## src/rtl/wishbone_bus_if_pkg.sv

```systemverilog
// Shared bus widths, zero word and FSM encodings for the CPU-side Wishbone master.
package wishbone_bus_if_pkg;

    localparam int WB_ADDR_W = 32;
    localparam int WB_DATA_W = 32;
    localparam int WB_SEL_W  = 4;
    localparam int CNT_W     = 8;

    typedef logic [WB_ADDR_W-1:0] wishbone_addr_bus_t;
    typedef logic [WB_DATA_W-1:0] wishbone_data_bus_t;
    typedef logic [WB_SEL_W-1:0]  wishbone_sel_bus_t;
    typedef logic [CNT_W-1:0]     timeout_cnt_t;

    localparam wishbone_data_bus_t ZERO_WORD = '0;

    typedef enum logic [1:0] {
        ST_IDLE       = 2'd0,
        ST_BUSY       = 2'd1,
        ST_WAIT_STALL = 2'd2
    } wb_state_t;

    // Saturates at all-ones so a stuck slave can never wrap the count.
    function automatic timeout_cnt_t sat_inc(input timeout_cnt_t cnt);
        return (cnt == '1) ? cnt : cnt + timeout_cnt_t'(1);
    endfunction

endpackage

```

## src/rtl/wishbone_bus_if.sv

```systemverilog
// Single-transaction Wishbone master between the CPU memory stage and the bus,
// with read-data hold across pipeline stalls and a BUSY timeout abort.
module wishbone_bus_if
    import wishbone_bus_if_pkg::*;
#(
    parameter int TIMEOUT_CYCLES = 255
) (
    input  logic               clk,
    input  logic               rst,

    input  logic               cpu_ce_i,
    input  logic               cpu_we_i,
    input  wishbone_sel_bus_t  cpu_sel_i,
    input  wishbone_addr_bus_t cpu_addr_i,
    input  wishbone_data_bus_t cpu_data_i,
    output wishbone_data_bus_t cpu_data_o,

    input  logic               stall_i,
    input  logic               flush_i,
    output logic               stallreq_o,
    output logic               bus_err_o,

    output wishbone_addr_bus_t wishbone_addr_o,
    output wishbone_data_bus_t wishbone_data_o,
    output logic               wishbone_we_o,
    output wishbone_sel_bus_t  wishbone_sel_o,
    output logic               wishbone_stb_o,
    output logic               wishbone_cyc_o,
    input  wishbone_data_bus_t wishbone_data_i,
    input  logic               wishbone_ack_i,

    output wb_state_t          dbg_state
);

    localparam timeout_cnt_t TIMEOUT_LAST = timeout_cnt_t'(TIMEOUT_CYCLES - 1);

    wb_state_t          state;
    wb_state_t          state_nxt;
    timeout_cnt_t       cnt;
    wishbone_data_bus_t rd_buf;
    logic               cyc_q;
    logic               timeout_now;
    logic               start_req;

    // Handshake: the CPU request (cpu_ce_i) is accepted in IDLE only and is
    // held off with stallreq_o until the slave asserts wishbone_ack_i while
    // cyc/stb are high; one ack completes exactly one transaction.
    assign start_req   = cpu_ce_i && !flush_i;
    assign timeout_now = (state == ST_BUSY) && !flush_i && !wishbone_ack_i
                         && (cnt == TIMEOUT_LAST);

    always_comb begin
        state_nxt  = state;
        stallreq_o = 1'b0;
        cpu_data_o = ZERO_WORD;
        bus_err_o  = 1'b0;
        case (state)
            ST_IDLE: begin
                if (start_req) begin
                    stallreq_o = 1'b1;
                    state_nxt  = ST_BUSY;
                end
            end
            ST_BUSY: begin
                stallreq_o = !wishbone_ack_i && !timeout_now;
                if (flush_i) begin
                    state_nxt = ST_IDLE;
                end else if (wishbone_ack_i) begin
                    if (!wishbone_we_o) begin
                        cpu_data_o = wishbone_data_i;
                    end
                    state_nxt = stall_i ? ST_WAIT_STALL : ST_IDLE;
                end else if (timeout_now) begin
                    bus_err_o = 1'b1;
                    state_nxt = ST_IDLE;
                end
            end
            ST_WAIT_STALL: begin
                cpu_data_o = rd_buf;
                if (flush_i || !stall_i) begin
                    state_nxt = ST_IDLE;
                end
            end
            default: begin
                state_nxt = ST_IDLE;
            end
        endcase
    end

    always_ff @(posedge clk or posedge rst) begin
        if (rst) begin
            state <= ST_IDLE;
        end else begin
            state <= state_nxt;
        end
    end

    // Bus request registers; cyc and stb share one flop so they cannot diverge.
    always_ff @(posedge clk or posedge rst) begin
        if (rst) begin
            wishbone_addr_o <= '0;
            wishbone_data_o <= ZERO_WORD;
            wishbone_we_o   <= 1'b0;
            wishbone_sel_o  <= '0;
            cyc_q           <= 1'b0;
            cnt             <= '0;
            rd_buf          <= ZERO_WORD;
        end else begin
            case (state)
                ST_IDLE: begin
                    if (start_req) begin
                        wishbone_addr_o <= cpu_addr_i;
                        wishbone_data_o <= cpu_data_i;
                        wishbone_we_o   <= cpu_we_i;
                        wishbone_sel_o  <= cpu_sel_i;
                        cyc_q           <= 1'b1;
                        cnt             <= '0;
                    end
                end
                ST_BUSY: begin
                    if (flush_i || wishbone_ack_i || timeout_now) begin
                        cyc_q          <= 1'b0;
                        wishbone_we_o  <= 1'b0;
                        wishbone_sel_o <= '0;
                    end else begin
                        cnt <= sat_inc(cnt);
                    end
                    // A late ack under flush must not leak into rd_buf.
                    if (flush_i) begin
                        rd_buf <= ZERO_WORD;
                    end else if (wishbone_ack_i) begin
                        rd_buf <= wishbone_we_o ? ZERO_WORD : wishbone_data_i;
                    end
                end
                ST_WAIT_STALL: begin
                    if (flush_i) begin
                        rd_buf <= ZERO_WORD;
                    end
                end
                default: begin
                    cyc_q <= 1'b0;
                end
            endcase
        end
    end

    assign wishbone_cyc_o = cyc_q;
    assign wishbone_stb_o = cyc_q;
    assign dbg_state      = state;

endmodule

```

## config.mk

```make
export PLATFORM = sky130hd
export DESIGN_NAME = wishbone_bus_if
export DESIGN_NICKNAME = d
export VERILOG_FILES = /design/src/rtl/wishbone_bus_if_pkg.sv /design/src/rtl/wishbone_bus_if.sv
export SDC_FILE = /design/constraint.sdc
export NUM_CORES = 1
export LEC_CHECK = 0
export CAP_MARGIN = 15
export CORE_UTILIZATION = 40
export DETAILED_ROUTE_END_ITERATION = 6
export GPL_TIMING_DRIVEN = 0
export MAX_ROUTING_LAYER = met4
export PLACE_DENSITY = 0.83
export SLEW_MARGIN = 20
export SYNTH_ARGS = -nofsm -noshare
export SYNTH_HDL_FRONTEND = slang
export SYNTH_SLANG_ARGS = --single-unit
export TNS_END_PERCENT = 50
```

## constraint.sdc

```tcl
create_clock -name clk -period 4.15 [get_ports clk]
set_input_delay 0.83 -clock clk [delete_from_list [all_inputs] [get_ports clk]]
set_output_delay 0.83 -clock clk [all_outputs]
set_load 0.05 [all_outputs]
```

==> report_table.html, run 1 <==
<table>
<tr><th>Metric</th><th>Value</th></tr>
<tr><th colspan="2">Yosys</th></tr>
<tr><td>Total of warnings raised by yosys</td><td>0</td></tr>
<tr><td>Area of the mapped netlist</td><td>around 0.005 sq mm</td></tr>
<tr><td>Avg Inst Size Synth</td><td>about 11 sq um</td></tr>
<tr><td>Sequential share of the synthesized area</td><td>a little over half</td></tr>
<tr><td>Net Count, Synth</td><td>578</td></tr>
<tr><td>Post-synthesis async set-or-reset flop share</td><td>100%</td></tr>
<tr><td>Gate count of the mapped netlist</td><td>between 400 and 500</td></tr>
<tr><td>Count of unique library cells instantiated by Yosys</td><td>36</td></tr>
<tr><td>Top flip-flop cell by instance count after synthesis</td><td>sky130_fd_sc_hd__dfrtp_1</td></tr>
<tr><td>Number of storage elements in the synthesis netlist</td><td>between 100 and 150</td></tr>
<tr><td>Post-synth EDFFs</td><td>0</td></tr>
<tr><th colspan="2">Timing</th></tr>
<tr><td>Final clock period utilization by the worst path</td><td>94.1%</td></tr>
<tr><td>Peak Freq</td><td>about 260 MHz</td></tr>
<tr><td>Final Skew</td><td>~0.0053 ns</td></tr>
<tr><td>Post-route minimum period</td><td>roughly 4 ns</td></tr>
<tr><td>Worst Hold Margin</td><td>0.485 ns</td></tr>
<tr><td>Number of endpoints with negative hold slack in the final report</td><td>0</td></tr>
<tr><td>Worst-case headroom to the max-slew limit</td><td>53.2%</td></tr>
<tr><td>Final-report setup violation count</td><td>0</td></tr>
<tr><td>Final critical-path setup slack</td><td>0.245 ns</td></tr>
<tr><td>Final-report max-slew violation count</td><td>0</td></tr>
<tr><td>Slew at the pin closest to its max-slew limit</td><td>between 0.7 and 0.8 ns</td></tr>
<tr><td>Final-layout setup total negative slack</td><td>0 ns</td></tr>
<tr><td>Setup repair after global routing missed its margin</td><td>false</td></tr>
<tr><th colspan="2">Clocking</th></tr>
<tr><td>Resized Gates After CTS</td><td>0</td></tr>
<tr><td>Clk buf depth</td><td>2</td></tr>
<tr><td>Clock-pin transition on the worst setup and hold timing paths</td><td>approximately 0.070 ns</td></tr>
<tr><td>Number of buffers inserted for hold repair after clock tree synthesis</td><td>0</td></tr>
<tr><td>CTS tree</td><td>built</td></tr>
<tr><td>Number of buffers inserted to repair setup after CTS</td><td>0</td></tr>
<tr><td>CTS H-Tree Depth</td><td>3</td></tr>
<tr><td>Clock tree root buffer cell</td><td>sky130_fd_sc_hd__clkbuf_16</td></tr>
<tr><td>Clock latency on the worst-skew pair</td><td>between 0.3 and 0.4 ns</td></tr>
<tr><td>Clock Sink Count</td><td>roughly 110</td></tr>
<tr><td>Number of buffers created by CTS</td><td>9</td></tr>
<tr><th colspan="2">Final layout</th></tr>
<tr><td>Share of final-layout standard cells stronger than drive strength 1</td><td>14.0%</td></tr>
<tr><td>Post-route design area</td><td>about 0.0079 sq mm</td></tr>
<tr><td>Number of inserted diodes</td><td>0</td></tr>
<tr><td>Area growth from synthesis to final layout</td><td>52.7%</td></tr>
<tr><td>Number of nets in the finished design</td><td>~800</td></tr>
<tr><th colspan="2">Setup path</th></tr>
<tr><td>CP startpoint kind</td><td>primary input</td></tr>
<tr><td>Critical register-to-register path startpoint</td><td>dbg_state[0]$_DFFE_PP0P_</td></tr>
<tr><td>Family with the most delay on the worst path</td><td>buffers and inverters</td></tr>
<tr><td>Critical-path top delay cell</td><td>sky130_fd_sc_hd__clkdlybuf4s50_1</td></tr>
<tr><td>Cell Chain, Critical Path</td><td>clkdlybuf4s50_1 -&gt; and3b_1 -&gt; nor2b_1 -&gt; clkbuf_1 -&gt; a22oi_1 -&gt; nor2b_1 -&gt; clkdlybuf4s50_1</td></tr>
<tr><td>Buffers &amp; Inverters on Critical Path</td><td>3</td></tr>
<tr><td>Kind of capture point of the worst setup path</td><td>primary output</td></tr>
<tr><td>Maximum net fanout on the critical path</td><td>6</td></tr>
<tr><td>CP peak stage delay</td><td>roughly 0.85 ns</td></tr>
<tr><td>Path depth of the worst reg2reg path</td><td>7</td></tr>
<tr><td>Type of the setup path with the least slack</td><td>in2out</td></tr>
<tr><td>Crit path arrival time</td><td>roughly 3.1 ns</td></tr>
<tr><td>Reg-to-Reg End</td><td>rd_buf[19]$_DFFE_PP0P_</td></tr>
<tr><td>Critical path required time</td><td>approximately 3.3 ns</td></tr>
<tr><td>Worst setup slack for register-to-register paths</td><td>1.82 ns</td></tr>
<tr><th colspan="2">Floorplan</th></tr>
<tr><td>Starting Density</td><td>around two fifths</td></tr>
<tr><td>Ports placed on the boundary</td><td>214</td></tr>
<tr><td>Horizontal die dimension</td><td>~120 um</td></tr>
<tr><td>Die Outline Area</td><td>0.0133 sq mm</td></tr>
<tr><td>Core outline area</td><td>~0.013 sq mm</td></tr>
<tr><td>Number of rows created at floorplan</td><td>a little over 40</td></tr>
<tr><td>Die height</td><td>roughly 120 um</td></tr>
<tr><th colspan="2">GRT</th></tr>
<tr><td>Layer carrying the most global-route usage</td><td>met2</td></tr>
<tr><td>Initial antenna violation count</td><td>0</td></tr>
<tr><td>Largest net degree at the start of global routing</td><td>58</td></tr>
<tr><td>Met3 global-route usage</td><td>a little under 4%</td></tr>
<tr><td>Met1 Resource Use GR</td><td>between 20% and 30%</td></tr>
<tr><td>Vias in the first global route</td><td>roughly 4800</td></tr>
<tr><td>Fraction of met2 tracks used by global routing</td><td>between 30% and 40%</td></tr>
<tr><td>Total global routing track utilization</td><td>between 20% and 30%</td></tr>
<tr><td>Remaining global-route overflow</td><td>0</td></tr>
<tr><td>Global-route wire length before repair</td><td>~24000 um</td></tr>
<tr><th colspan="2">Placement</th></tr>
<tr><td>Half-perimeter wire length after detailed placement</td><td>between 10000 and 15000 um</td></tr>
<tr><td>Worst slack after detailed placement</td><td>roughly 0.024 ns</td></tr>
<tr><td>Buffers on Ports</td><td>212</td></tr>
<tr><td>Cell Area, Placed</td><td>between 0.007 and 0.008 sq mm</td></tr>
<tr><td>Final RePlAce weighted congestion</td><td>about 0.93</td></tr>
<tr><th colspan="2">Power</th></tr>
<tr><td>PwrDens</td><td>776 mW/mm^2</td></tr>
<tr><td>Final Total Pwr</td><td>6.10 mW</td></tr>
<tr><td>Static leakage power</td><td>around 3.7 nW</td></tr>
<tr><td>Peak VDD IR</td><td>0.498 mV</td></tr>
<tr><th colspan="2">Flow run</th></tr>
<tr><td>Max-capacitance violation count</td><td>0</td></tr>
<tr><th colspan="2">Worst hold path</th></tr>
<tr><td>Worst hold path startpoint</td><td>rd_buf[24]$_DFFE_PP0P_</td></tr>
<tr><td>Hold Path Class</td><td>reg2reg</td></tr>
<tr><td>Cells on Worst Hold Path</td><td>2</td></tr>
<tr><td>Min-Delay Endpoint</td><td>rd_buf[24]$_DFFE_PP0P_</td></tr>
<tr><th colspan="2">Detailed routing</th></tr>
<tr><td>Residual DRC count</td><td>4</td></tr>
<tr><td>Count of vias placed by the detailed router</td><td>between 4000 and 5000</td></tr>
<tr><td>First DRT Iteration DRCs</td><td>between 300 and 400</td></tr>
<tr><td>Post-detailed-route count of antenna-violating nets</td><td>0</td></tr>
<tr><td>Final routed wirelength across all metal layers</td><td>approximately 15000 um</td></tr>
<tr><td>Routed len/inst</td><td>about 17 um</td></tr>
<tr><td>Number of detailed-route iterations in the first pass</td><td>7</td></tr>
<tr><td>Vias per cell</td><td>5.33</td></tr>
<tr><th colspan="2">Status</th></tr>
<tr><td>Failing checks</td><td>DRC</td></tr>
<tr><td>Outcome</td><td>finished with violations</td></tr>
</table>
## tightest hold or removal path: stages, from the launching register on
cell and delay (ns):
sky130_fd_sc_hd__dfrtp_1 0.34, sky130_fd_sc_hd__nand2_1 0.04, sky130_fd_sc_hd__o21ai_0 0.06
## power by group
group	total (mW)	internal, mW	switching [mW]	leakage [nW]
Clock	0.814	0.433	0.381	0.130
Combinational	3.47	1.26	2.21	2.20
Sequential	1.82	1.55	0.267	1.39
## registers in the layout, summed over array words and instances, names as in the netlist
register,cells
wishbone_we_o,1
cnt,8
rd_buf,32
wishbone_sel_o,4
wishbone_addr_o,32
wishbone_data_o,32
dbg_state,2
wishbone_cyc_o,1
## synth_stat cells (4+ instances only)
master / number / area share, %
sky130_fd_sc_hd__dfrtp_1: 112 / 54
sky130_fd_sc_hd__nand2_1: 84 / 6.1
sky130_fd_sc_hd__mux2_2: 66 / 14
sky130_fd_sc_hd__a22oi_1: 37 / 5.4
sky130_fd_sc_hd__o21ai_0: 35 / 3.4
sky130_fd_sc_hd__nor2b_1: 34 / 4.1
sky130_fd_sc_hd__clkbuf_1: 21 / 1.5
sky130_fd_sc_hd__nand3_1: 13 / 1.3
sky130_fd_sc_hd__buf_2: 10 / 0.97
sky130_fd_sc_hd__o211ai_1: 7 / 1.0
sky130_fd_sc_hd__ha_1: 5 / 1.2
sky130_fd_sc_hd__nand2b_1: 5 / 0.61
sky130_fd_sc_hd__nor2_1: 5 / 0.36
sky130_fd_sc_hd__inv_1: 4 / 0.29
sky130_fd_sc_hd__or4b_1: 4 / 0.78
## kinds of logic (layout without fill, tap and decap cells)
family | count (synthesis) | after routing | synth area share (%)
muxes | 66 | 66 | 14.4
adders and majority gates | 5 | 5 | 1.21
AOI/OAI and AO/OA | 88 | 88 | 11.4
and+or+nand+nor | 157 | 157 | 15.3
buffers and inverters | 38 | 264 | 3.23
DFF | 112 | 112 | 54.4
## final cells by class
type / count / area, sq um
sequential: 112 / 2800
fill: 980 / 4700
inverter: 4 / 20.0
clock buffer: 11 / 253
buffer: 34 / 151
multi-input combinational: 316 / 2180
clock inverter: 2 / 16.3
timing repair buffer: 213 / 2220
tap: 172 / 215
## cell usage in the layout, fill, tap and decap left out, drive strengths merged, types with 2 or more instances in the layout
cell type,instances
a31oi,2
and3,2
nor2,5
clkbuf,32
or4b,4
buf,14
nand3,13
a21oi,2
nand2,84
mux2,66
nand2b,5
clkdlybuf4s50,182
ha,5
dlymetal6s2s,30
inv,5
or4,2
a22oi,37
o21ai,35
dfrtp,112
nor2b,34
o211ai,7
## layer usage
metal	vias up	wire [um]
li1	2074	-
met1	2272	5840
met2	224	7890
met3	39	902
met4	0	454
met5	-	0
## through the flow
| stage | std cells | util, % |
|---|---|---|
| 2_1_floorplan | 466 | - |
| 5_1_grt | 864 | 62.6 |
| 4_1_cts | 864 | 62.0 |
| 3_3_place_gp | 850 | 59.6 |
| 6_report | 864 | 62.6 |
| 3_5_place_dp | 851 | 59.8 |
## worst max-delay path by stage
stage,cells past startpoint,to,from,slack (ns)
floorplan,1,cnt[0]$_DFFE_PP0P_,rst,0.36
global placement,2,wishbone_addr_o[10]$_DFFE_PP0P_,rst,-1.14
detailed placement,8,cpu_data_o[18],wishbone_ack_i,0.02
CTS,8,cpu_data_o[19],wishbone_ack_i,0.0008
global route,7,cpu_data_o[27],wishbone_ack_i,0.13
finish,7,cpu_data_o[27],wishbone_ack_i,0.25
Power figures use the tool's default switching activity.
==> run 2, diff against run 1 <==
--- a/config.mk
+++ b/config.mk
@@ -6,6 +6,7 @@
 export NUM_CORES = 1
 export LEC_CHECK = 0
 export CAP_MARGIN = 15
+export CORE_ASPECT_RATIO = 0.9
 export CORE_UTILIZATION = 40
 export DETAILED_ROUTE_END_ITERATION = 6
 export GPL_TIMING_DRIVEN = 0
@@ -15,4 +16,4 @@
 export SYNTH_ARGS = -nofsm -noshare
 export SYNTH_HDL_FRONTEND = slang
 export SYNTH_SLANG_ARGS = --single-unit
-export TNS_END_PERCENT = 50
+export TNS_END_PERCENT = 30
==> run 2 against run 1 <==
Against the previous run: the flow now finishes without violations; maximum frequency shrank 0.35%; combinational power is essentially flat; wire length shrank 3.3%; final area is essentially flat; clock power grew 14%; clock skew grew 0.0022 ns; critical path depth grew 1; sequential cell count is the same; global-route usage shrank 0.42 points; worst hold slack gained 0.0068 ns; core utilization grew 1.2 points.
==> report_table.html, run 2 (synthesis results as in run 1) <==
<table>
<tr><th>Metric</th><th>Value</th></tr>
<tr><th colspan="2">Power</th></tr>
<tr><td>Combinational fraction of design power</td><td>55.9% (-1.0 points)</td></tr>
<tr><td>Internal Power</td><td>3.33 mW (+2.7%)</td></tr>
<tr><td>Clock network fraction of design power</td><td>14.9% (+1.6 points)</td></tr>
<tr><td>Switching part of the total</td><td>46.4% (-0.52 points)</td></tr>
<tr><td>Peak VDD IR</td><td>0.673 mV (+35%)</td></tr>
<tr><td>Static leakage power</td><td>3.58 nW (-3.9%)</td></tr>
<tr><td>Sequential share of power</td><td>29.2% (-0.6 points)</td></tr>
<tr><td>Net switching power of the design</td><td>2.88 mW (+0.60%)</td></tr>
<tr><td>PwrDens</td><td>790 mW/mm^2 (+1.8%)</td></tr>
<tr><th colspan="2">Clocking</th></tr>
<tr><td>CTS H-Tree Depth</td><td>3 (unchanged)</td></tr>
<tr><td>Clock-pin transition on the worst setup and hold timing paths</td><td>0.07 ns (about the same)</td></tr>
<tr><td>Clk buf depth</td><td>2 (unchanged)</td></tr>
<tr><td>Number of buffers inserted for hold repair after clock tree synthesis</td><td>0 (unchanged)</td></tr>
<tr><td>Clock Sink Count</td><td>112 (unchanged)</td></tr>
<tr><td>CTS tree</td><td>built</td></tr>
<tr><td>Clock tree root buffer cell</td><td>sky130_fd_sc_hd__clkbuf_16</td></tr>
<tr><td>Clock latency on the worst-skew pair</td><td>0.35 ns (about the same)</td></tr>
<tr><td>Number of buffers created by CTS</td><td>9 (unchanged)</td></tr>
<tr><th colspan="2">Setup path</th></tr>
<tr><td>Type of the setup path with the least slack</td><td>in2out</td></tr>
<tr><td>Reg-to-Reg End</td><td>rd_buf[16]$_DFFE_PP0P_</td></tr>
<tr><td>Critical register-to-register path startpoint</td><td>dbg_state[0]$_DFFE_PP0P_</td></tr>
<tr><td>Worst setup slack for register-to-register paths</td><td>1.85 ns (+0.03 ns)</td></tr>
<tr><td>CP peak stage delay</td><td>0.58 ns (-0.27 ns)</td></tr>
<tr><td>Critical path required time</td><td>3.32 ns (about the same)</td></tr>
<tr><td>Family with the most delay on the worst path</td><td>buffers and inverters</td></tr>
<tr><td>Critical-path top delay cell</td><td>sky130_fd_sc_hd__clkdlybuf4s50_1</td></tr>
<tr><td>Critical path depth</td><td>8 (+1)</td></tr>
<tr><td>CP startpoint</td><td>wishbone_ack_i</td></tr>
<tr><td>Worst path most repeated cell</td><td>sky130_fd_sc_hd__nor2b_1</td></tr>
<tr><td>Cell Chain, Critical Path</td><td>clkdlybuf4s50_1 -&gt; and3b_1 -&gt; nor2b_1 -&gt; clkbuf_1 -&gt; buf_2 -&gt; a22oi_1 -&gt; nor2b_1 -&gt; dlygate4sd2_1</td></tr>
<tr><td>Buffers &amp; Inverters on Critical Path</td><td>4 (+1)</td></tr>
<tr><td>Critical path endpoint</td><td>cpu_data_o[23]</td></tr>
<tr><td>Crit path arrival time</td><td>3.09 ns (+0.02 ns)</td></tr>
<tr><td>Kind of capture point of the worst setup path</td><td>primary output</td></tr>
<tr><td>Path depth of the worst reg2reg path</td><td>7 (unchanged)</td></tr>
<tr><td>CP startpoint kind</td><td>primary input</td></tr>
<tr><td>Maximum net fanout on the critical path</td><td>10 (+4)</td></tr>
<tr><th colspan="2">Worst hold path</th></tr>
<tr><td>Cells on Worst Hold Path</td><td>2 (unchanged)</td></tr>
<tr><td>Hold Path Class</td><td>reg2reg</td></tr>
<tr><th colspan="2">Detailed routing</th></tr>
<tr><td>Post-detailed-route count of antenna-violating nets</td><td>0 (unchanged)</td></tr>
<tr><td>Routed len/inst</td><td>17.1 um (-2.3%)</td></tr>
<tr><td>Vias per cell</td><td>5.25 (-1.7%)</td></tr>
<tr><td>First DRT Iteration DRCs</td><td>295 (-20%)</td></tr>
<tr><td>Residual DRC count</td><td>0 (-4)</td></tr>
<tr><td>Number of detailed-route iterations in the first pass</td><td>5 (-2)</td></tr>
<tr><td>Final routed wirelength across all metal layers</td><td>14600 um (-3.3%)</td></tr>
<tr><td>Count of vias placed by the detailed router</td><td>4485 (-2.7%)</td></tr>
<tr><th colspan="2">GRT</th></tr>
<tr><td>Initial antenna violation count</td><td>0 (unchanged)</td></tr>
<tr><td>Global-route wire length before repair</td><td>22900 um (-2.5%)</td></tr>
<tr><td>Remaining global-route overflow</td><td>0 (unchanged)</td></tr>
<tr><td>Largest net degree at the start of global routing</td><td>60 (+3.4%)</td></tr>
<tr><td>Total global routing track utilization</td><td>23.1% (-0.42 points)</td></tr>
<tr><td>Vias in the first global route</td><td>4668 (-2.6%)</td></tr>
<tr><th colspan="2">Floorplan</th></tr>
<tr><td>Number of rows created at floorplan</td><td>38 (-7.3%)</td></tr>
<tr><td>Core outline area</td><td>0.0123 sq mm (-2.0%)</td></tr>
<tr><td>Horizontal die dimension</td><td>122 um (+5.3%)</td></tr>
<tr><td>Die height</td><td>110 um (-5.0%)</td></tr>
<tr><td>Ports placed on the boundary</td><td>214 (unchanged)</td></tr>
<tr><td>Starting Density</td><td>41.8% (+0.85 points)</td></tr>
<tr><td>Die Outline Area</td><td>0.0133 sq mm (about the same)</td></tr>
<tr><th colspan="2">Status</th></tr>
<tr><td>Outcome</td><td>finished clean</td></tr>
<tr><th colspan="2">Timing</th></tr>
<tr><td>Final clock period utilization by the worst path</td><td>94.4% (+0.33 points)</td></tr>
<tr><td>Setup repair after global routing missed its margin</td><td>false</td></tr>
<tr><td>Final-report max-slew violation count</td><td>0 (unchanged)</td></tr>
<tr><td>Peak Freq</td><td>255 MHz (-0.35%)</td></tr>
<tr><td>Worst Hold Margin</td><td>0.492 ns (+0.00683 ns)</td></tr>
<tr><td>Final-report setup violation count</td><td>0 (unchanged)</td></tr>
<tr><td>Slew at the pin closest to its max-slew limit</td><td>0.663 ns (-0.0389 ns)</td></tr>
<tr><td>Final critical-path setup slack</td><td>0.231 ns (-0.0137 ns)</td></tr>
<tr><td>Worst-case headroom to the max-slew limit</td><td>55.8% (+2.6 points)</td></tr>
<tr><td>Final Skew</td><td>0.00753 ns (+0.00224 ns)</td></tr>
<tr><td>Post-route minimum period</td><td>3.92 ns (+0.0137 ns)</td></tr>
<tr><td>Number of endpoints with negative hold slack in the final report</td><td>0 (unchanged)</td></tr>
<tr><th colspan="2">Final layout</th></tr>
<tr><td>Area occupied by multi-input gates</td><td>0.00218 sq mm (unchanged)</td></tr>
<tr><td>Number of nets in the finished design</td><td>802 (unchanged)</td></tr>
<tr><td>Leading cell type in the layout, fill and taps excluded</td><td>sky130_fd_sc_hd__clkdlybuf4s50_1</td></tr>
<tr><td>Area taken by flip-flops and latches</td><td>0.00280 sq mm (unchanged)</td></tr>
<tr><td>Area growth from synthesis to final layout</td><td>52.5% (about the same)</td></tr>
<tr><td>Number of inserted diodes</td><td>0 (unchanged)</td></tr>
<tr><td>Share of final-layout standard cells stronger than drive strength 1</td><td>14.4% (+0.37 points)</td></tr>
<tr><td>Filler Cell Count</td><td>941 (-4.0%)</td></tr>
<tr><td>Registers with the highest flip-flop counts</td><td>rd_buf: 32 flops, wishbone_addr_o: 32 flops, wishbone_data_o: 32 flops</td></tr>
<tr><td>Most used cells in the layout excluding fill and tap cells</td><td>182 x sky130_fd_sc_hd__clkdlybuf4s50_1, 112 x sky130_fd_sc_hd__dfrtp_1, 84 x sky130_fd_sc_hd__nand2_1, 66 x sky130_fd_sc_hd__mux2_2, 37 x sky130_fd_sc_hd__a22oi_1</td></tr>
<tr><th colspan="2">Placement</th></tr>
<tr><td>Final RePlAce weighted congestion</td><td>0.912 (-1.7%)</td></tr>
<tr><td>Half-perimeter wire length after detailed placement</td><td>11200 um (-1.1%)</td></tr>
<tr><td>Buffers on Ports</td><td>212 (unchanged)</td></tr>
<tr><td>Worst slack after detailed placement</td><td>0.00123 ns (-0.0228 ns)</td></tr>
<tr><th colspan="2">Flow run</th></tr>
<tr><td>Max-capacitance violation count</td><td>0 (unchanged)</td></tr>
</table>
==> run 2: power by group through the flow <==
stage          combinational (mW)  clock, mW  sequential [mW]
2_1_floorplan                1.09          0             2.98
4_1_cts                      3.48      0.954             1.81
3_3_place_gp                 3.41          0             1.79
3_5_place_dp                 3.48          0             1.83
5_1_grt                      3.64      0.991             1.87
6_report                     3.47      0.926             1.81
==> run 2: what timing repair did <==
| action | CTS | global route |
|---|---|---|
| setup buffers | 0 | 0 |
| setup endpoints to repair | 12 | 18 |
| gates resized for setup | 12 | 18 |
==> run 2: area by class of cell <==
cell class              instances  area share (%)
inverters                       4           0.255
repair buffers                213            27.7
multi-input cells             316            27.8
clock buffers                   9            2.87
plain buffers                  34            1.93
well taps                     160            2.55
flip-flops and latches        112            35.7
clock inverters                 7            1.23
==> run 2: per-stage QoR <==
stage	area (sq um)	instances	power (mW)	util [%]	TNS (ns)
2_1_floorplan	5150	466	4.07	-	0
3_3_place_gp	7470	838	5.20	60.7	-125.87
3_5_place_dp	7510	839	5.31	61.0	0
4_1_cts	7810	855	6.25	63.4	0
5_1_grt	7860	855	6.50	63.8	0
6_report	7860	855	6.20	63.8	0
==> run 2: how the worst min path moves through the flow <==
stage | startpoint | to | slack (ns)
2_1_floorplan | rd_buf[0]$_DFFE_PP0P_ | rd_buf[0]$_DFFE_PP0P_ | 0.45
3_3_place_gp | rd_buf[22]$_DFFE_PP0P_ | rd_buf[22]$_DFFE_PP0P_ | 0.46
3_5_place_dp | rd_buf[10]$_DFFE_PP0P_ | rd_buf[10]$_DFFE_PP0P_ | 0.48
4_1_cts | rd_buf[10]$_DFFE_PP0P_ | rd_buf[10]$_DFFE_PP0P_ | 0.49
5_1_grt | rd_buf[31]$_DFFE_PP0P_ | rd_buf[31]$_DFFE_PP0P_ | 0.52
6_report | rd_buf[12]$_DFFE_PP0P_ | rd_buf[12]$_DFFE_PP0P_ | 0.49
==> run 2: layer usage <==
layer  up-vias  track usage [%]  routed length (um)
met2       169             38.4                7580
li1       2071                -                   -
met1      2214             26.6                5670
met4         0             9.96                 426
met3        31             6.07                 918
met5         -                -                   0
==> run 2: worst min-delay path, delay by kind of cell (launching register included) <==
kind / cells / cell delay (ns)
flip-flops: 1 / 0.35
AO/OA/AOI/OAI: 1 / 0.06
AND/OR/NAND/NOR: 1 / 0.05
==> run 3, diff against run 2 <==
--- a/config.mk
+++ b/config.mk
@@ -11,7 +11,7 @@
 export DETAILED_ROUTE_END_ITERATION = 6
 export GPL_TIMING_DRIVEN = 0
 export MAX_ROUTING_LAYER = met4
-export PLACE_DENSITY = 0.83
+export PLACE_DENSITY_LB_ADDON = 0.12
 export SLEW_MARGIN = 20
 export SYNTH_ARGS = -nofsm -noshare
 export SYNTH_HDL_FRONTEND = slang
==> constraint.sdc (replaced) <==
create_clock -name clk -period 4.1 [get_ports clk]
set_input_delay 0.82 -clock clk [delete_from_list [all_inputs] [get_ports clk]]
set_output_delay 0.82 -clock clk [all_outputs]
set_load 0.05 [all_outputs]
==> run 3 against run 2 <==
Against the previous run: wire length grew 0.76%; critical endpoint is now cpu_data_o[31]; cell count did not move; clock power down 5.1%.
==> report_table.html, run 3 (synthesis results as in run 1) <==
<table>
<tr><th>Metric</th><th>Value</th></tr>
<tr><th colspan="2">Power</th></tr>
<tr><td>Internal Power</td><td>3.27 mW (-1.6%)</td></tr>
<tr><td>Net switching power of the design</td><td>2.93 mW (+2.0%)</td></tr>
<tr><td>Combinational fraction of design power</td><td>56.5% (+0.6 points)</td></tr>
<tr><td>Clock network fraction of design power</td><td>14.2% (-0.7 points)</td></tr>
<tr><td>Switching part of the total</td><td>47.3% (+0.89 points)</td></tr>
<tr><td>Static leakage power</td><td>3.55 nW (-0.84%)</td></tr>
<tr><td>PwrDens</td><td>793 mW/mm^2 (+0.45%)</td></tr>
<tr><td>Final Total Pwr</td><td>6.21 mW (about the same)</td></tr>
<tr><td>Peak VDD IR</td><td>0.505 mV (-25%)</td></tr>
<tr><td>Sequential share of power</td><td>29.3% (about the same)</td></tr>
<tr><th colspan="2">GRT</th></tr>
<tr><td>Largest net degree at the start of global routing</td><td>67 (+12%)</td></tr>
<tr><td>Vias in the first global route</td><td>4571 (-2.1%)</td></tr>
<tr><td>Initial antenna violation count</td><td>0 (unchanged)</td></tr>
<tr><td>Global-route wire length before repair</td><td>23100 um (+0.51%)</td></tr>
<tr><td>Remaining global-route overflow</td><td>0 (unchanged)</td></tr>
<tr><td>Total global routing track utilization</td><td>23.6% (+0.49 points)</td></tr>
<tr><th colspan="2">Final layout</th></tr>
<tr><td>Number of inserted diodes</td><td>0 (unchanged)</td></tr>
<tr><td>Area growth from synthesis to final layout</td><td>51.9%</td></tr>
<tr><td>Share of final-layout standard cells stronger than drive strength 1</td><td>14.4% (unchanged)</td></tr>
<tr><td>Registers with the highest flip-flop counts</td><td>rd_buf: 32 flops, wishbone_addr_o: 32 flops, wishbone_data_o: 32 flops</td></tr>
<tr><td>Leading cell type in the layout, fill and taps excluded</td><td>sky130_fd_sc_hd__clkdlybuf4s50_1</td></tr>
<tr><td>Most used cells in the layout excluding fill and tap cells</td><td>182 x sky130_fd_sc_hd__clkdlybuf4s50_1, 112 x sky130_fd_sc_hd__dfrtp_1, 84 x sky130_fd_sc_hd__nand2_1, 66 x sky130_fd_sc_hd__mux2_2, 37 x sky130_fd_sc_hd__a22oi_1</td></tr>
<tr><td>Non-filler instance count after layout</td><td>855 (unchanged)</td></tr>
<tr><td>Number of nets in the finished design</td><td>802 (unchanged)</td></tr>
<tr><td>Filler Cell Count</td><td>1023 (+8.7%)</td></tr>
<tr><th colspan="2">Detailed routing</th></tr>
<tr><td>Count of vias placed by the detailed router</td><td>4406 (-1.8%)</td></tr>
<tr><td>First DRT Iteration DRCs</td><td>229 (-22%)</td></tr>
<tr><td>Number of detailed-route iterations in the first pass</td><td>4 (-1)</td></tr>
<tr><td>Vias per cell</td><td>5.15 (-1.8%)</td></tr>
<tr><td>Post-detailed-route count of antenna-violating nets</td><td>0 (unchanged)</td></tr>
<tr><td>Residual DRC count</td><td>0 (unchanged)</td></tr>
<tr><td>Routed len/inst</td><td>17.2 um (+0.76%)</td></tr>
<tr><td>Final routed wirelength across all metal layers</td><td>14700 um (+0.76%)</td></tr>
<tr><th colspan="2">Worst hold path</th></tr>
<tr><td>Hold Path Class</td><td>reg2reg</td></tr>
<tr><th colspan="2">Setup path</th></tr>
<tr><td>Crit path arrival time</td><td>3.06 ns (-0.03 ns)</td></tr>
<tr><td>Worst setup slack for register-to-register paths</td><td>1.73 ns (-0.12 ns)</td></tr>
<tr><td>Critical path required time</td><td>3.28 ns (-0.04 ns)</td></tr>
<tr><td>Critical register-to-register path startpoint</td><td>dbg_state[0]$_DFFE_PP0P_</td></tr>
<tr><td>Maximum net fanout on the critical path</td><td>10 (unchanged)</td></tr>
<tr><td>Reg-to-Reg End</td><td>rd_buf[5]$_DFFE_PP0P_</td></tr>
<tr><td>Kind of capture point of the worst setup path</td><td>primary output</td></tr>
<tr><td>Critical path endpoint</td><td>cpu_data_o[31]</td></tr>
<tr><td>Type of the setup path with the least slack</td><td>in2out</td></tr>
<tr><td>CP startpoint kind</td><td>primary input</td></tr>
<tr><td>Path depth of the worst reg2reg path</td><td>7 (unchanged)</td></tr>
<tr><td>CP startpoint</td><td>wishbone_ack_i</td></tr>
<tr><th colspan="2">Clocking</th></tr>
<tr><td>Number of buffers created by CTS</td><td>9 (unchanged)</td></tr>
<tr><td>CTS tree</td><td>built</td></tr>
<tr><td>Clock tree root buffer cell</td><td>sky130_fd_sc_hd__clkbuf_16</td></tr>
<tr><td>Clock latency on the worst-skew pair</td><td>0.36 ns (about the same)</td></tr>
<tr><td>CTS H-Tree Depth</td><td>3 (unchanged)</td></tr>
<tr><td>Clock-pin transition on the worst setup and hold timing paths</td><td>0.07 ns (about the same)</td></tr>
<tr><td>Number of buffers inserted for hold repair after clock tree synthesis</td><td>0 (unchanged)</td></tr>
<tr><td>Number of buffers inserted to repair setup after CTS</td><td>0 (unchanged)</td></tr>
<tr><td>Clk buf depth</td><td>2 (unchanged)</td></tr>
<tr><td>Clock Sink Count</td><td>112 (unchanged)</td></tr>
<tr><th colspan="2">Placement</th></tr>
<tr><td>Half-perimeter wire length after detailed placement</td><td>11000 um (-1.7%)</td></tr>
<tr><td>Placed Cells</td><td>839 (unchanged)</td></tr>
<tr><td>Final RePlAce weighted congestion</td><td>0.829 (-9.1%)</td></tr>
<tr><td>Buffers on Ports</td><td>212 (unchanged)</td></tr>
<tr><th colspan="2">Floorplan</th></tr>
<tr><td>Die height</td><td>110 um (unchanged)</td></tr>
<tr><td>Starting Density</td><td>41.8% (unchanged)</td></tr>
<tr><td>Horizontal die dimension</td><td>122 um (unchanged)</td></tr>
<tr><td>Core outline area</td><td>0.0123 sq mm (unchanged)</td></tr>
<tr><td>Number of rows created at floorplan</td><td>38 (unchanged)</td></tr>
<tr><td>Die Outline Area</td><td>0.0133 sq mm (unchanged)</td></tr>
<tr><td>Ports placed on the boundary</td><td>214 (unchanged)</td></tr>
<tr><th colspan="2">Timing</th></tr>
<tr><td>Peak Freq</td><td>around 260 MHz</td></tr>
<tr><td>Setup repair after global routing missed its margin</td><td>false</td></tr>
<tr><td>Post-route minimum period</td><td>about 3.9 ns</td></tr>
<tr><td>Final-report setup violation count</td><td>0 (unchanged)</td></tr>
<tr><td>Final clock period utilization by the worst path</td><td>94.6%</td></tr>
<tr><td>Worst-case headroom to the max-slew limit</td><td>51.2% (-4.6 points)</td></tr>
<tr><td>Final-report max-slew violation count</td><td>0 (unchanged)</td></tr>
<tr><td>Slew at the pin closest to its max-slew limit</td><td>0.732 ns (+0.0690 ns)</td></tr>
<tr><td>Number of endpoints with negative hold slack in the final report</td><td>0 (unchanged)</td></tr>
<tr><td>Final Skew</td><td>0.0134 ns (+0.00591 ns)</td></tr>
<tr><th colspan="2">Status</th></tr>
<tr><td>Outcome</td><td>finished clean</td></tr>
<tr><th colspan="2">Flow run</th></tr>
<tr><td>Max-capacitance violation count</td><td>0 (unchanged)</td></tr>
</table>
run 3: per-stage QoR:
stage / instance area (sq um) / TNS, ns / hold slack (ns) / worst slack (ns) / util, %
after floorplan: 5150 / 0 / 0.450 / 0.321 / -
after global placement: 7470 / -151.27 / 0.462 / -1.35 / 60.7
after detailed placement: 7510 / -0.197 / 0.473 / -0.0320 / 61.0
after CTS: 7790 / 0 / 0.488 / 0.000655 / 63.2
after global routing: 7830 / 0 / 0.516 / 0.0432 / 63.6
final: 7830 / 0 / 0.489 / 0.222 / 63.6
run 3: layout make-up:
class | count | area (sq um) | area share, %
Buffer | 34 | 151 | 1.93
Tap cell | 160 | 200 | 2.56
Timing Repair Buffer | 213 | 2170 | 27.8
Multi-Input combinational cell | 316 | 2180 | 27.9
Clock buffer | 10 | 239 | 3.05
Clock inverter | 6 | 58.8 | 0.751
Sequential cell | 112 | 2800 | 35.8
Inverter | 4 | 20.0 | 0.256
run 3: per-layer routing:
metal | global-route usage (%) | part of all wire, % | vias to the layer above
met2 | 38.5 | 50 | 163
met4 | 6.44 | 1.6 | 0
met1 | 26.8 | 39 | 2156
li1 | - | - | 2071
met5 | - | 0 | -
met3 | 9.80 | 9.1 | 16
run 3: worst max-delay path, stage by stage:
cell,delay [ns]
sky130_fd_sc_hd__clkdlybuf4s50_1,0.58
sky130_fd_sc_hd__and3b_1,0.21
sky130_fd_sc_hd__nor2b_1,0.13
sky130_fd_sc_hd__clkbuf_1,0.20
sky130_fd_sc_hd__buf_2,0.28
sky130_fd_sc_hd__a22oi_1,0.11
sky130_fd_sc_hd__nor2b_1,0.18
sky130_fd_sc_hd__dlygate4sd2_1,0.55
run 3: what timing repair did:
action                     CTS  global route
setup endpoints to repair   14            16
resized for setup           14            16
pin swaps                    0             0
run 3: power groups by stage:
stage / sequential (mW) / combinational [mW] / clock [mW]
2_1_floorplan: 3.02 / 1.10 / 0
3_3_place_gp: 1.81 / 3.48 / 0
3_5_place_dp: 1.84 / 3.53 / 0
4_1_cts: 1.82 / 3.53 / 0.901
5_1_grt: 1.88 / 3.69 / 0.948
6_report: 1.82 / 3.51 / 0.879
run 3: how the worst min path moves through the flow:
stage,to,slack [ns],from,cells after the start
3_5_place_dp,rd_buf[23]$_DFFE_PP0P_,0.47,rd_buf[23]$_DFFE_PP0P_,2
2_1_floorplan,rd_buf[0]$_DFFE_PP0P_,0.45,rd_buf[0]$_DFFE_PP0P_,2
6_report,rd_buf[23]$_DFFE_PP0P_,0.49,rd_buf[23]$_DFFE_PP0P_,2
4_1_cts,rd_buf[23]$_DFFE_PP0P_,0.49,rd_buf[23]$_DFFE_PP0P_,2
5_1_grt,rd_buf[23]$_DFFE_PP0P_,0.52,rd_buf[23]$_DFFE_PP0P_,2
3_3_place_gp,rd_buf[26]$_DFFE_PP0P_,0.46,rd_buf[26]$_DFFE_PP0P_,2
